`config.mk`:
```
export PLATFORM = sky130hd
export DESIGN_NAME = cam_tag_data_flat
export DESIGN_NICKNAME = d
export VERILOG_FILES = /design/src/rtl/cam_tag_data_if.sv /design/src/rtl/cam_tag_data.sv /design/src/flat_wrapper.sv
export SDC_FILE = /design/constraint.sdc
export NUM_CORES = 1
export LEC_CHECK = 0
export ABC_AREA = 1
export CORE_MARGIN = 1
export CORE_UTILIZATION = 40
export CTS_CLUSTER_DIAMETER = 60
export DETAILED_ROUTE_END_ITERATION = 8
export PLACE_DENSITY = 0.68
export SLEW_MARGIN = 20
export SYNTH_ARGS = -nofsm -noshare
export SYNTH_HDL_FRONTEND = slang
export SYNTH_SLANG_ARGS = --single-unit
export TNS_END_PERCENT = 20
```
`constraint.sdc`:
```
create_clock -name i_clk -period 5.3 [get_ports i_clk]
set_input_delay 0.53 -clock i_clk [delete_from_list [all_inputs] [get_ports i_clk]]
set_output_delay 0.53 -clock i_clk [all_outputs]
set_load 0.03 [all_outputs]
```
`src/rtl/cam_tag_data_if.sv`:
```
// cam_tag_data_if: bus bundle for the tag/data CAM.
//   master modport : requester side (drives i_* requests, reads status/results)
//   slave modport  : CAM side (reads requests, drives ow_* status and o_* results)
// Signals:
//   i_ins_valid/i_ins_tag/i_ins_data, ow_ins_ready : insert handshake
//   i_inv_valid/i_inv_tag, o_inv_miss               : invalidate by tag
//   i_lkp_valid/i_lkp_tag, o_lkp_*                  : lookup (1-cycle latency)
//   i_flush                                          : synchronous clear
//   ow_tags_empty/ow_tags_full/ow_count              : occupancy status
interface cam_tag_data_if #(
  parameter int N     = 8,
  parameter int DW    = 16,
  parameter int DEPTH = 16
);
  localparam int IW = $clog2(DEPTH);
  localparam int CW = $clog2(DEPTH + 1);

  logic          i_ins_valid;
  logic [N-1:0]  i_ins_tag;
  logic [DW-1:0] i_ins_data;
  logic          ow_ins_ready;

  logic          i_inv_valid;
  logic [N-1:0]  i_inv_tag;
  logic          o_inv_miss;

  logic          i_lkp_valid;
  logic [N-1:0]  i_lkp_tag;
  logic          o_lkp_valid;
  logic          o_lkp_hit;
  logic [IW-1:0] o_lkp_index;
  logic [DW-1:0] o_lkp_data;

  logic          i_flush;
  logic          ow_tags_empty;
  logic          ow_tags_full;
  logic [CW-1:0] ow_count;

  modport master (
    output i_ins_valid, i_ins_tag, i_ins_data, i_inv_valid, i_inv_tag,
           i_lkp_valid, i_lkp_tag, i_flush,
    input  ow_ins_ready, o_inv_miss, o_lkp_valid, o_lkp_hit, o_lkp_index,
           o_lkp_data, ow_tags_empty, ow_tags_full, ow_count
  );

  modport slave (
    input  i_ins_valid, i_ins_tag, i_ins_data, i_inv_valid, i_inv_tag,
           i_lkp_valid, i_lkp_tag, i_flush,
    output ow_ins_ready, o_inv_miss, o_lkp_valid, o_lkp_hit, o_lkp_index,
           o_lkp_data, ow_tags_empty, ow_tags_full, ow_count
  );
endinterface

```
`src/rtl/cam_tag_data.sv`:
```
// cam_tag_data: fully associative tag/payload store with insert (update or
// allocate), invalidate-by-tag, registered lookup and synchronous flush.
// Ports:
//   i_clk   : clock, rising edge
//   i_rst_n : asynchronous active-low reset
//   bus     : cam_tag_data_if slave modport (requests, results, status)
// All match/allocate decisions use pre-edge state; updates appear next cycle.
module cam_tag_data #(
  parameter int N     = 8,
  parameter int DW    = 16,
  parameter int DEPTH = 16
) (
  input  logic           i_clk,
  input  logic           i_rst_n,
  cam_tag_data_if.slave  bus
);
  localparam int IW = $clog2(DEPTH);
  localparam int CW = $clog2(DEPTH + 1);

  // Lowest set bit position of a one-hot/multi-hot vector (0 when empty).
  function automatic logic [IW-1:0] low_index(input logic [DEPTH-1:0] vec);
    logic [IW-1:0] idx;
    idx = '0;
    for (int i = DEPTH - 1; i >= 0; i--) begin
      idx = vec[i] ? IW'(i) : idx;
    end
    return idx;
  endfunction

  // Entry storage
  logic [DEPTH-1:0] valid_q, valid_d;
  logic [N-1:0]     tag_q  [DEPTH];
  logic [N-1:0]     tag_d  [DEPTH];
  logic [DW-1:0]    data_q [DEPTH];
  logic [DW-1:0]    data_d [DEPTH];
  logic [CW-1:0]    count_q, count_d;

  // Registered results
  logic             inv_miss_q, inv_miss_d;
  logic             lkp_valid_q, lkp_valid_d;
  logic             lkp_hit_q, lkp_hit_d;
  logic [IW-1:0]    lkp_index_q, lkp_index_d;
  logic [DW-1:0]    lkp_data_q, lkp_data_d;

  // Match / decision signals
  logic [DEPTH-1:0] ins_match_s, inv_match_s, lkp_match_s;
  logic             ins_hit_s, inv_hit_s, lkp_hit_s;
  logic [IW-1:0]    ins_idx_s, inv_idx_s, lkp_idx_s, free_idx_s;
  logic             full_s, ins_ready_s, ins_accept_s, alloc_s, inv_clr_s;

  // Per-entry tag comparators against the three request tags.
  always_comb begin
    for (int i = 0; i < DEPTH; i++) begin
      ins_match_s[i] = valid_q[i] && (tag_q[i] == bus.i_ins_tag);
      inv_match_s[i] = valid_q[i] && (tag_q[i] == bus.i_inv_tag);
      lkp_match_s[i] = valid_q[i] && (tag_q[i] == bus.i_lkp_tag);
    end
  end

  // Encode matches, pick the allocation slot and form the insert handshake.
  always_comb begin
    ins_hit_s  = |ins_match_s;
    inv_hit_s  = |inv_match_s;
    lkp_hit_s  = |lkp_match_s;
    ins_idx_s  = low_index(ins_match_s);
    inv_idx_s  = low_index(inv_match_s);
    lkp_idx_s  = low_index(lkp_match_s);
    // Free slot comes from pre-edge valid bits, so a slot being invalidated
    // this cycle is still seen as occupied and cannot be reused yet.
    free_idx_s = low_index(~valid_q);
    full_s     = (count_q == CW'(DEPTH));
    // An invalidate of the same tag always beats the insert.
    ins_ready_s  = (ins_hit_s || !full_s) &&
                   !(bus.i_inv_valid && (bus.i_inv_tag == bus.i_ins_tag));
    ins_accept_s = bus.i_ins_valid && ins_ready_s;
    alloc_s      = ins_accept_s && !ins_hit_s;
    inv_clr_s    = bus.i_inv_valid && inv_hit_s;
  end

  // Next state of the entry array, count and invalidate-miss pulse.
  always_comb begin
    valid_d    = valid_q;
    tag_d      = tag_q;
    data_d     = data_q;
    count_d    = count_q;
    inv_miss_d = 1'b0;
    if (bus.i_flush) begin
      valid_d = '0;
      count_d = '0;
    end else begin
      if (inv_clr_s) begin
        valid_d[inv_idx_s] = 1'b0;
      end else begin
        valid_d = valid_d;
      end
      if (ins_accept_s && ins_hit_s) begin
        data_d[ins_idx_s] = bus.i_ins_data;
      end else if (alloc_s) begin
        valid_d[free_idx_s] = 1'b1;
        tag_d[free_idx_s]   = bus.i_ins_tag;
        data_d[free_idx_s]  = bus.i_ins_data;
      end else begin
        data_d = data_d;
      end
      // Allocation and invalidate may coincide: net change is zero.
      count_d    = count_q + CW'(alloc_s) - CW'(inv_clr_s);
      inv_miss_d = bus.i_inv_valid && !inv_hit_s;
    end
  end

  // Lookup result: sampled on a request, held otherwise (valid drops).
  always_comb begin
    lkp_valid_d = bus.i_lkp_valid;
    if (bus.i_lkp_valid) begin
      lkp_hit_d   = lkp_hit_s;
      lkp_index_d = lkp_hit_s ? lkp_idx_s : '0;
      lkp_data_d  = lkp_hit_s ? data_q[lkp_idx_s] : '0;
    end else begin
      lkp_hit_d   = lkp_hit_q;
      lkp_index_d = lkp_index_q;
      lkp_data_d  = lkp_data_q;
    end
  end

  // State and result registers.
  always_ff @(posedge i_clk or negedge i_rst_n) begin
    if (!i_rst_n) begin
      valid_q     <= '0;
      count_q     <= '0;
      inv_miss_q  <= 1'b0;
      lkp_valid_q <= 1'b0;
      lkp_hit_q   <= 1'b0;
      lkp_index_q <= '0;
      lkp_data_q  <= '0;
      for (int i = 0; i < DEPTH; i++) begin
        tag_q[i]  <= '0;
        data_q[i] <= '0;
      end
    end else begin
      valid_q     <= valid_d;
      count_q     <= count_d;
      inv_miss_q  <= inv_miss_d;
      lkp_valid_q <= lkp_valid_d;
      lkp_hit_q   <= lkp_hit_d;
      lkp_index_q <= lkp_index_d;
      lkp_data_q  <= lkp_data_d;
      for (int i = 0; i < DEPTH; i++) begin
        tag_q[i]  <= tag_d[i];
        data_q[i] <= data_d[i];
      end
    end
  end

  // Output drive.
  always_comb begin
    bus.ow_ins_ready  = ins_ready_s;
    bus.o_inv_miss    = inv_miss_q;
    bus.o_lkp_valid   = lkp_valid_q;
    bus.o_lkp_hit     = lkp_hit_q;
    bus.o_lkp_index   = lkp_index_q;
    bus.o_lkp_data    = lkp_data_q;
    bus.ow_count      = count_q;
    bus.ow_tags_empty = (count_q == '0);
    bus.ow_tags_full  = full_s;
  end

endmodule

```
`src/flat_wrapper.sv`:
```
// flat-port wrapper written by rule: the top's interface ports become plain ports
module cam_tag_data_flat 
#(
  parameter int N     = 8,
  parameter int DW    = 16,
  parameter int DEPTH = 16
)
  (i_clk, i_rst_n, bus_i_ins_valid, bus_i_ins_tag, bus_i_ins_data, bus_i_inv_valid, bus_i_inv_tag, bus_i_lkp_valid, bus_i_lkp_tag, bus_i_flush, bus_ow_ins_ready, bus_o_inv_miss, bus_o_lkp_valid, bus_o_lkp_hit, bus_o_lkp_index, bus_o_lkp_data, bus_ow_tags_empty, bus_ow_tags_full, bus_ow_count);
  cam_tag_data_if #(.N(N), .DW(DW), .DEPTH(DEPTH)) bus_i ();
  input  logic i_clk;
  input  logic i_rst_n;
  input wire logic [$bits(bus_i.i_ins_valid)-1:0] bus_i_ins_valid;
  input wire logic [$bits(bus_i.i_ins_tag)-1:0] bus_i_ins_tag;
  input wire logic [$bits(bus_i.i_ins_data)-1:0] bus_i_ins_data;
  input wire logic [$bits(bus_i.i_inv_valid)-1:0] bus_i_inv_valid;
  input wire logic [$bits(bus_i.i_inv_tag)-1:0] bus_i_inv_tag;
  input wire logic [$bits(bus_i.i_lkp_valid)-1:0] bus_i_lkp_valid;
  input wire logic [$bits(bus_i.i_lkp_tag)-1:0] bus_i_lkp_tag;
  input wire logic [$bits(bus_i.i_flush)-1:0] bus_i_flush;
  output wire logic [$bits(bus_i.ow_ins_ready)-1:0] bus_ow_ins_ready;
  output wire logic [$bits(bus_i.o_inv_miss)-1:0] bus_o_inv_miss;
  output wire logic [$bits(bus_i.o_lkp_valid)-1:0] bus_o_lkp_valid;
  output wire logic [$bits(bus_i.o_lkp_hit)-1:0] bus_o_lkp_hit;
  output wire logic [$bits(bus_i.o_lkp_index)-1:0] bus_o_lkp_index;
  output wire logic [$bits(bus_i.o_lkp_data)-1:0] bus_o_lkp_data;
  output wire logic [$bits(bus_i.ow_tags_empty)-1:0] bus_ow_tags_empty;
  output wire logic [$bits(bus_i.ow_tags_full)-1:0] bus_ow_tags_full;
  output wire logic [$bits(bus_i.ow_count)-1:0] bus_ow_count;
  assign bus_i.i_ins_valid = bus_i_ins_valid;
  assign bus_i.i_ins_tag = bus_i_ins_tag;
  assign bus_i.i_ins_data = bus_i_ins_data;
  assign bus_i.i_inv_valid = bus_i_inv_valid;
  assign bus_i.i_inv_tag = bus_i_inv_tag;
  assign bus_i.i_lkp_valid = bus_i_lkp_valid;
  assign bus_i.i_lkp_tag = bus_i_lkp_tag;
  assign bus_i.i_flush = bus_i_flush;
  assign bus_ow_ins_ready = bus_i.ow_ins_ready;
  assign bus_o_inv_miss = bus_i.o_inv_miss;
  assign bus_o_lkp_valid = bus_i.o_lkp_valid;
  assign bus_o_lkp_hit = bus_i.o_lkp_hit;
  assign bus_o_lkp_index = bus_i.o_lkp_index;
  assign bus_o_lkp_data = bus_i.o_lkp_data;
  assign bus_ow_tags_empty = bus_i.ow_tags_empty;
  assign bus_ow_tags_full = bus_i.ow_tags_full;
  assign bus_ow_count = bus_i.ow_count;
  cam_tag_data #(.N(N), .DW(DW), .DEPTH(DEPTH)) u_core (.i_clk(i_clk), .i_rst_n(i_rst_n), .bus(bus_i));
endmodule
```
==> results of run 1 <==
==> registers in the layout (all words and copies together), names as in the netlist <==
signal                  count
u_core.bus.o_inv_miss       1
u_core.bus.o_lkp_hit        1
u_core.data_q             256
u_core.bus.ow_count         5
u_core.bus.o_lkp_index      4
u_core.bus.o_lkp_valid      1
u_core.tag_q              128
u_core.bus.o_lkp_data      16
u_core.valid_q             16
==> routing by layer <==
| layer | up-vias | part of all wire (%) |
|---|---|---|
| li1 | 11582 | - |
| met2 | 1519 | 44 |
| met4 | 2 | 4.7 |
| met5 | - | 0.023 |
| met3 | 333 | 11 |
| met1 | 12108 | 41 |
==> path summary, 6_finish.rpt <==
kind / from / to / slack, ns / cells past startpoint
min reg2reg: u_core.data_q[205] / u_core.data_q[205] / 0.47 / 2
min in group asynchronous: i_rst_n / u_core.tag_q[62] / 0.52 / 2
max in group asynchronous: i_rst_n / u_core.bus.o_lkp_data[3] / 3.55 / 3
max: bus_i_ins_tag[7] / bus_ow_ins_ready / 1.00 / 15
min: bus_i_lkp_valid / u_core.bus.o_lkp_valid / 0.44 / 1
max reg2reg: u_core.tag_q[97] / u_core.bus.ow_count[4] / 1.45 / 22
==> cell usage after synthesis (11+ instances only) <==
cell / count
buf_4: 11
o21ai_0: 229
nand3_1: 554
a21oi_1: 34
nor4_1: 56
buf_2: 96
nor2_1: 233
xnor2_1: 54
inv_1: 202
nand2_2: 15
buf_1: 14
nand4_1: 43
clkbuf_1: 105
nor3_1: 38
inv_2: 12
dfrtp_1: 428
o21ai_1: 126
nand2_1: 975
xor2_1: 74
o22ai_1: 65
==> area by class of cell <==
class / count / area [um^2]
Antenna cell: 1 / 2.50
Clock buffer: 73 / 1480
Clock inverter: 21 / 265
Fill cell: 6270 / 33400
Inverter: 219 / 825
Multi-Input combinational cell: 2598 / 12600
Sequential cell: 428 / 10700
Tap cell: 837 / 1050
Timing Repair Buffer: 166 / 1590
==> logic make-up after synthesis <==
family          count (synthesis)
buf+inv                       450
flops                         428
compound gates                518
simple gates                 1945
xor+xnor                      128
fa+ha+maj                       7
==> worst register-to-register path: stages (launching register included) <==
cell	delay, ns
dfrtp_1	0.44
inv_1	0.08
nor2_1	0.03
a2111oi_0	0.44
nand2_1	0.11
a2111oi_0	0.35
buf_4	0.21
inv_1	0.04
nand2_1	0.07
nor2_1	0.07
nand2_1	0.07
inv_1	0.06
a21oi_1	0.37
ha_1	0.19
inv_1	0.04
ha_1	0.22
fa_1	0.42
nand2_1	0.07
inv_1	0.05
nor2_1	0.08
nor2_1	0.06
o21a_1	0.16
nor3_1	0.13
==> what timing repair did <==
item | in CTS | in global routing
resized for setup | 0 | 0
hold buffers | 1 | 0
endpoints found under the hold margin | 8 | 0
==> per-stage QoR <==
stage                     hold slack, ns  cell area, um^2
after floorplan                    0.234            25200
after global placement             0.454            26800
after detailed placement           0.459            26800
after CTS                          0.412            28500
after global routing               0.439            28500
final                              0.445            28500
==> where the power goes <==
part,switching [uW],total [uW],internal [uW]
Clock,1570,3660,2080
Sequential,319,4000,3680
Combinational,1060,1670,617
==> impl_metrics.py, run 1 <==
metrics = {
    "cts": {
        "clockBufferDepth": 3,
        "cts_sinks": 428,
        "clock_latency_ns": 0.67,
        "cts_setup_buffers": 0,
        "htreeDepth": 2,
        "cts-root-buf": "clkbuf_16",
        "numCtsBuffers": 54,
        "cts_tree": "done",
        "clk_pin_slew_ns": 0.05,
    },
    "detailed_routing": {
        "ant_nets": 0,
        "drc_errors": 0,
        "via_count": 25544,
        "drt_iter0_markers": 3308,
        "dr.pass1.iters": 8,
        "drt-total-wl_um": 95800,
        "wl_per_cell_um": 22.1,
        "via_per_inst": 5.88,
    },
    "global_route": {
        "met1_usage_pct": 41.0,
        "grt_busiest_layer": "met2",
        "track_usage_pct": 30.0,
        "grt-ovfl-total": 0,
        "antenna_found_initial": 1,
        "grt_pass1_wl_um": 147000,
        "grt_pass1_vias": 24021,
        "met3_usage_pct": 6.54,
        "grt_start_max_net_pins": 122,
        "use_met2_pct": 45.2,
    },
    "timing": {
        "finalSetupTns_ns": 0,
        "relSlewSlack_pct": 23.3,
        "finalSetupViolations": 0,
        "rsz0062_at_grt": "false",
        "skew_ns": 0.0774,
        "final-max-slew-violation-count": 0,
        "postLayoutSetupSlackWorst_ns": 1.00,
        "fin_crit_sh_pct": 81.1,
        "max_freq_ghz": 0.233,
        "period_needed_ns": 4.30,
        "final_hold_viol_count": 0,
        "tightest_slew_ns": 1.15,
    },
    "setup_path": {
        "crit_path_max_fanout": 22,
        "crit_path_max_incr_delay_ns": 0.76,
        "cp.required_ns": 4.77,
        "arrival_ns": 3.77,
        "start_kind": "primary input",
        "crit_family": "buffers and inverters",
        "cp_slowest_cell": "clkdlybuf4s50_1",
        "cp-end-kind": "output pin",
        "worstPathCellList": "clkdlybuf4s50_1 > inv_2 > buf_12 > nor2_1 > nor4_1 > nor3b_1 > nand3_1 > o21ai_1 > nor3_2 > nand2_2 > nor2_4 > nand2_1 > nand2_1 > inv_2 > clkdlybuf4s50_1",
        "worstSetupPathType": "in2out",
        "worst-path-buf-inv": 5,
    },
    "finish": {
        "instances_no_fill": 4343,
        "final_core_util_pct": 46.1,
        "mostFrequentLayoutCells": "nand2_1, nand3_1, dfrtp_1",
        "nets": 3520,
        "drive_gt1_share_pct": 6.42,
        "mostFrequentLayoutCell": "nand2_1",
        "synthToLayoutAreaGrowth_pct": 13.4,
    },
    "synth": {
        "yosysUniqueCellTypes": 56,
        "synth_top_family_by_area": "simple AND/OR/NAND/NOR gates",
        "synthSimpleGateAreaFrac_pct": 33.7,
        "synth_enable_flop_cells": 0,
        "netlist_top_cells_area": "dfrtp_1, nand2_1, nand3_1",
        "synthArstFlopShare_pct": 100,
        "yosys.area.top_type": "dfrtp_1",
        "netlist_instances": 3476,
        "synth_xor_area_share_pct": 4.45,
        "yosysSeqAreaShare_pct": 42.5,
        "ys.flop_type": "dfrtp_1",
        "synth-seq-cells": 428,
        "ys_warn_count": 0,
        "synth_top_area_share_pct": 42.5,
        "synth_fp_nets": 3529,
        "postSynthAreaPerCell_um2": 7.24,
        "synthAdderAreaFrac_pct": 0.378,
        "synth-compound-area-share_pct": 11.5,
        "syn_area_um2": 25200,
        "synthMuxAreaShare_pct": 0,
    },
    "pwr": {
        "leakage_uw": 0.0130,
        "power.density_nw_per_um2": 327,
        "ir_drop_mv": 0.342,
        "finalPower_uw": 9330,
    },
    "place": {
        "place_worst_setup_slack_ns": 0.605,
        "place_hpwl_um": 59500,
        "io_buffers": 76,
        "finalWeightedCongestion": 0.995,
        "dp_cells": 4247,
    },
    "status": {
        "status": "finished clean",
    },
    "die": {
        "coreArea_um2": 61900,
        "die_x_um": 253,
        "rows": 91,
        "die_y_um": 253,
        "die_area_um2": 64000,
        "start_util_pct": 40.7,
        "io_pins": 77,
    },
    "job": {
        "drv_cap": 0,
    },
    "hold_path": {
        "hp-class": "in2reg",
    },
}
Power figures use the tool's default switching activity.
==> run 2: changes to the inputs <==
==> constraint.sdc (replaced) <==
create_clock -name i_clk -period 4.3 [get_ports i_clk]
set_input_delay 0.43 -clock i_clk [delete_from_list [all_inputs] [get_ports i_clk]]
set_output_delay 0.43 -clock i_clk [all_outputs]
set_load 0.03 [all_outputs]
==> run 2 against run 1 <==
  * Critical path type is now reg2reg
  * Die area is the same
  * Final cell count grew 1.7%
  * Hold slack lost 0.059 ns
  * Clock skew shrank 0.0086 ns
  * Sequential power grew 23%
  * Core utilization grew 1.6 points
  * Global-route usage grew 0.32 points
  * Final area grew 3.4%
  * Critical endpoint is now u_core.bus.ow_count[4]
==> impl_metrics.py, run 2 (synthesis gave the netlist of run 1 again) <==
metrics = {
    "setup_path": {
        "worst-path-buf-inv": 6,
        "cp.required_ns": 4.82,
        "crit_path_max_fanout": 6,
        "cp_slowest_cell": "dfrtp_1",
        "start_kind": "flop",
        "worstPathCellList": "inv_1 > nor2_1 > a2111oi_0 > nand2_1 > a2111oi_0 > inv_1 > nand2_1 > nor2_1 > nand2_1 > inv_1 > a21oi_1 > buf_4 > ha_1 > inv_1 > ha_1 > fa_1 > nand2_1 > inv_1 > nor2_1 > nor2_1 > o21a_1 > nor3_1",
        "path_common_cell": "inv_1",
        "arrival_ns": 4.26,
        "rrSetupSlack_ns": 0.56,
        "worstSetupPathType": "reg2reg",
        "crit_path_max_incr_delay_ns": 0.50,
        "cp-end-kind": "flop",
        "crit_family": "compound AO/OA/AOI/OAI gates",
    },
    "place": {
        "finalWeightedCongestion": 1.04,
        "io_buffers": 76,
        "place_hpwl_um": 64700,
    },
    "detailed_routing": {
        "drc_errors": 0,
        "ant_nets": 0,
        "drt-total-wl_um": 96800,
        "dr.pass1.iters": 6,
        "via_per_inst": 5.84,
        "wl_per_cell_um": 21.9,
        "via_count": 25790,
        "drt_iter0_markers": 3565,
    },
    "die": {
        "rows": 91,
        "io_pins": 77,
        "coreArea_um2": 61900,
        "die_y_um": 253,
        "die_x_um": 253,
        "start_util_pct": 40.7,
        "die_area_um2": 64000,
    },
    "timing": {
        "relSlewSlack_pct": 41.2,
        "final_hold_viol_count": 0,
        "finalSetupTns_ns": 0,
        "final-max-slew-violation-count": 0,
        "rsz0062_at_grt": "false",
        "max_freq_ghz": 0.268,
        "skew_ns": 0.0688,
        "finalSetupViolations": 0,
        "period_needed_ns": 3.74,
        "hold_slack_ns": 0.385,
        "fin_crit_sh_pct": 86.9,
        "tightest_slew_ns": 0.881,
    },
    "global_route": {
        "grt-ovfl-total": 0,
        "grt_pass1_vias": 24002,
        "antenna_found_initial": 1,
        "grt_start_max_net_pins": 115,
        "track_usage_pct": 30.4,
        "grt_pass1_wl_um": 149000,
    },
    "pwr": {
        "power_frac_seq_pct": 42.8,
        "internal-power_uw": 7910,
        "p_switching_uw": 3620,
        "ir_drop_mv": 0.357,
        "p_sw_share_pct": 31.4,
        "power.density_nw_per_um2": 390,
        "comb_power_share_pct": 18.4,
        "leakage_uw": 0.0135,
        "clkPwrFrac_pct": 38.8,
    },
    "cts": {
        "clock_latency_ns": 0.66,
        "cts-root-buf": "clkbuf_16",
        "clockBufferDepth": 3,
        "numCtsBuffers": 54,
        "cts_setup_buffers": 0,
        "htreeDepth": 2,
        "clk_pin_slew_ns": 0.06,
        "cts_sinks": 428,
        "cts_tree": "done",
        "cts-resized-gates": 0,
    },
    "hold_path": {
        "hp-class": "in2reg",
    },
    "finish": {
        "fillers": 6181,
        "reg_top3": "u_core.data_q (256), u_core.tag_q (128)",
        "top_register": "u_core.data_q",
        "mostFrequentLayoutCells": "nand2_1, nand3_1, dfrtp_1",
        "synthToLayoutAreaGrowth_pct": 17.3,
        "nets": 3599,
        "mostFrequentLayoutCell": "nand2_1",
        "drive_gt1_share_pct": 8.43,
        "largest_register_ffs": 256,
    },
    "job": {
        "drv_cap": 0,
    },
    "status": {
        "status": "finished clean",
    },
}
[run 2: cell types whose count changed in the layout (fill, tap and decap cells not counted), moves of 2 or more]
cell,before,now
buf_4,77,125
inv_8,0,2
inv_6,7,4
clkinv_2,6,4
buf_12,12,44
[run 2: per-stage QoR]
stage | power [uW] | setup slack (ns) | area (um^2) | cells | util [%]
floorplan | 6260 | 0.691 | 25200 | 3476 | -
global placement | 7040 | 0.0682 | 27800 | 4326 | 44.8
detailed placement | 7080 | 0.0194 | 27800 | 4326 | 44.8
CTS | 11600 | 0.635 | 29500 | 4418 | 47.7
global route | 12100 | 0.0643 | 29500 | 4418 | 47.7
finish | 11500 | 0.563 | 29500 | 4419 | 47.7
[run 2: area by class of cell]
class | count | area [um^2] | area share, %
inverters | 219 | 825 | 2.79
multi-input cells | 2598 | 12600 | 42.7
repair buffers | 245 | 2580 | 8.75
diodes | 1 | 2.50 | 0.00848
flip-flops and latches | 428 | 10700 | 36.3
clock inverters | 18 | 253 | 0.856
well taps | 837 | 1050 | 3.55
clock buffers | 73 | 1480 | 5.02
[run 2: power groups by stage]
stage	Clock [uW]	Combinational (uW)	Sequential (uW)
2_1_floorplan	0	1360	4900
3_3_place_gp	0	2060	4980
3_5_place_dp	0	2090	4980
4_1_cts	4540	2110	4920
5_1_grt	4700	2380	4990
6_report	4470	2120	4940
[run 2: routing by layer]
| layer | up-vias | wire length, um | global-route usage [%] | share of wire (%) |
|---|---|---|---|---|
| li1 | 11729 | - | - | - |
| met1 | 12269 | 41000 | 43.3 | 42 |
| met2 | 1542 | 41600 | 45.1 | 43 |
| met3 | 250 | 10400 | 5.54 | 11 |
| met4 | 0 | 3830 | 12.3 | 4.0 |
| met5 | - | 0 | 0 | 0 |
[run 2: repair_timing]
item                                    4_1_cts  5_1_grt
endpoints found under the setup margin        0        0
hold buffers                                  1        0
hold endpoints to repair                     85        0
[run 2: worst paths after layout]
check	startpoint	end	cells past startpoint
setup / recovery	u_core.tag_q[97]	u_core.bus.ow_count[4]	22
hold / removal	bus_i_lkp_valid	u_core.bus.o_lkp_valid	1
setup reg to reg	u_core.tag_q[97]	u_core.bus.ow_count[4]	22
hold reg to reg	u_core.data_q[129]	u_core.data_q[129]	2
max in group asynchronous	i_rst_n	u_core.data_q[123]	3
min in group asynchronous	i_rst_n	u_core.tag_q[71]	2
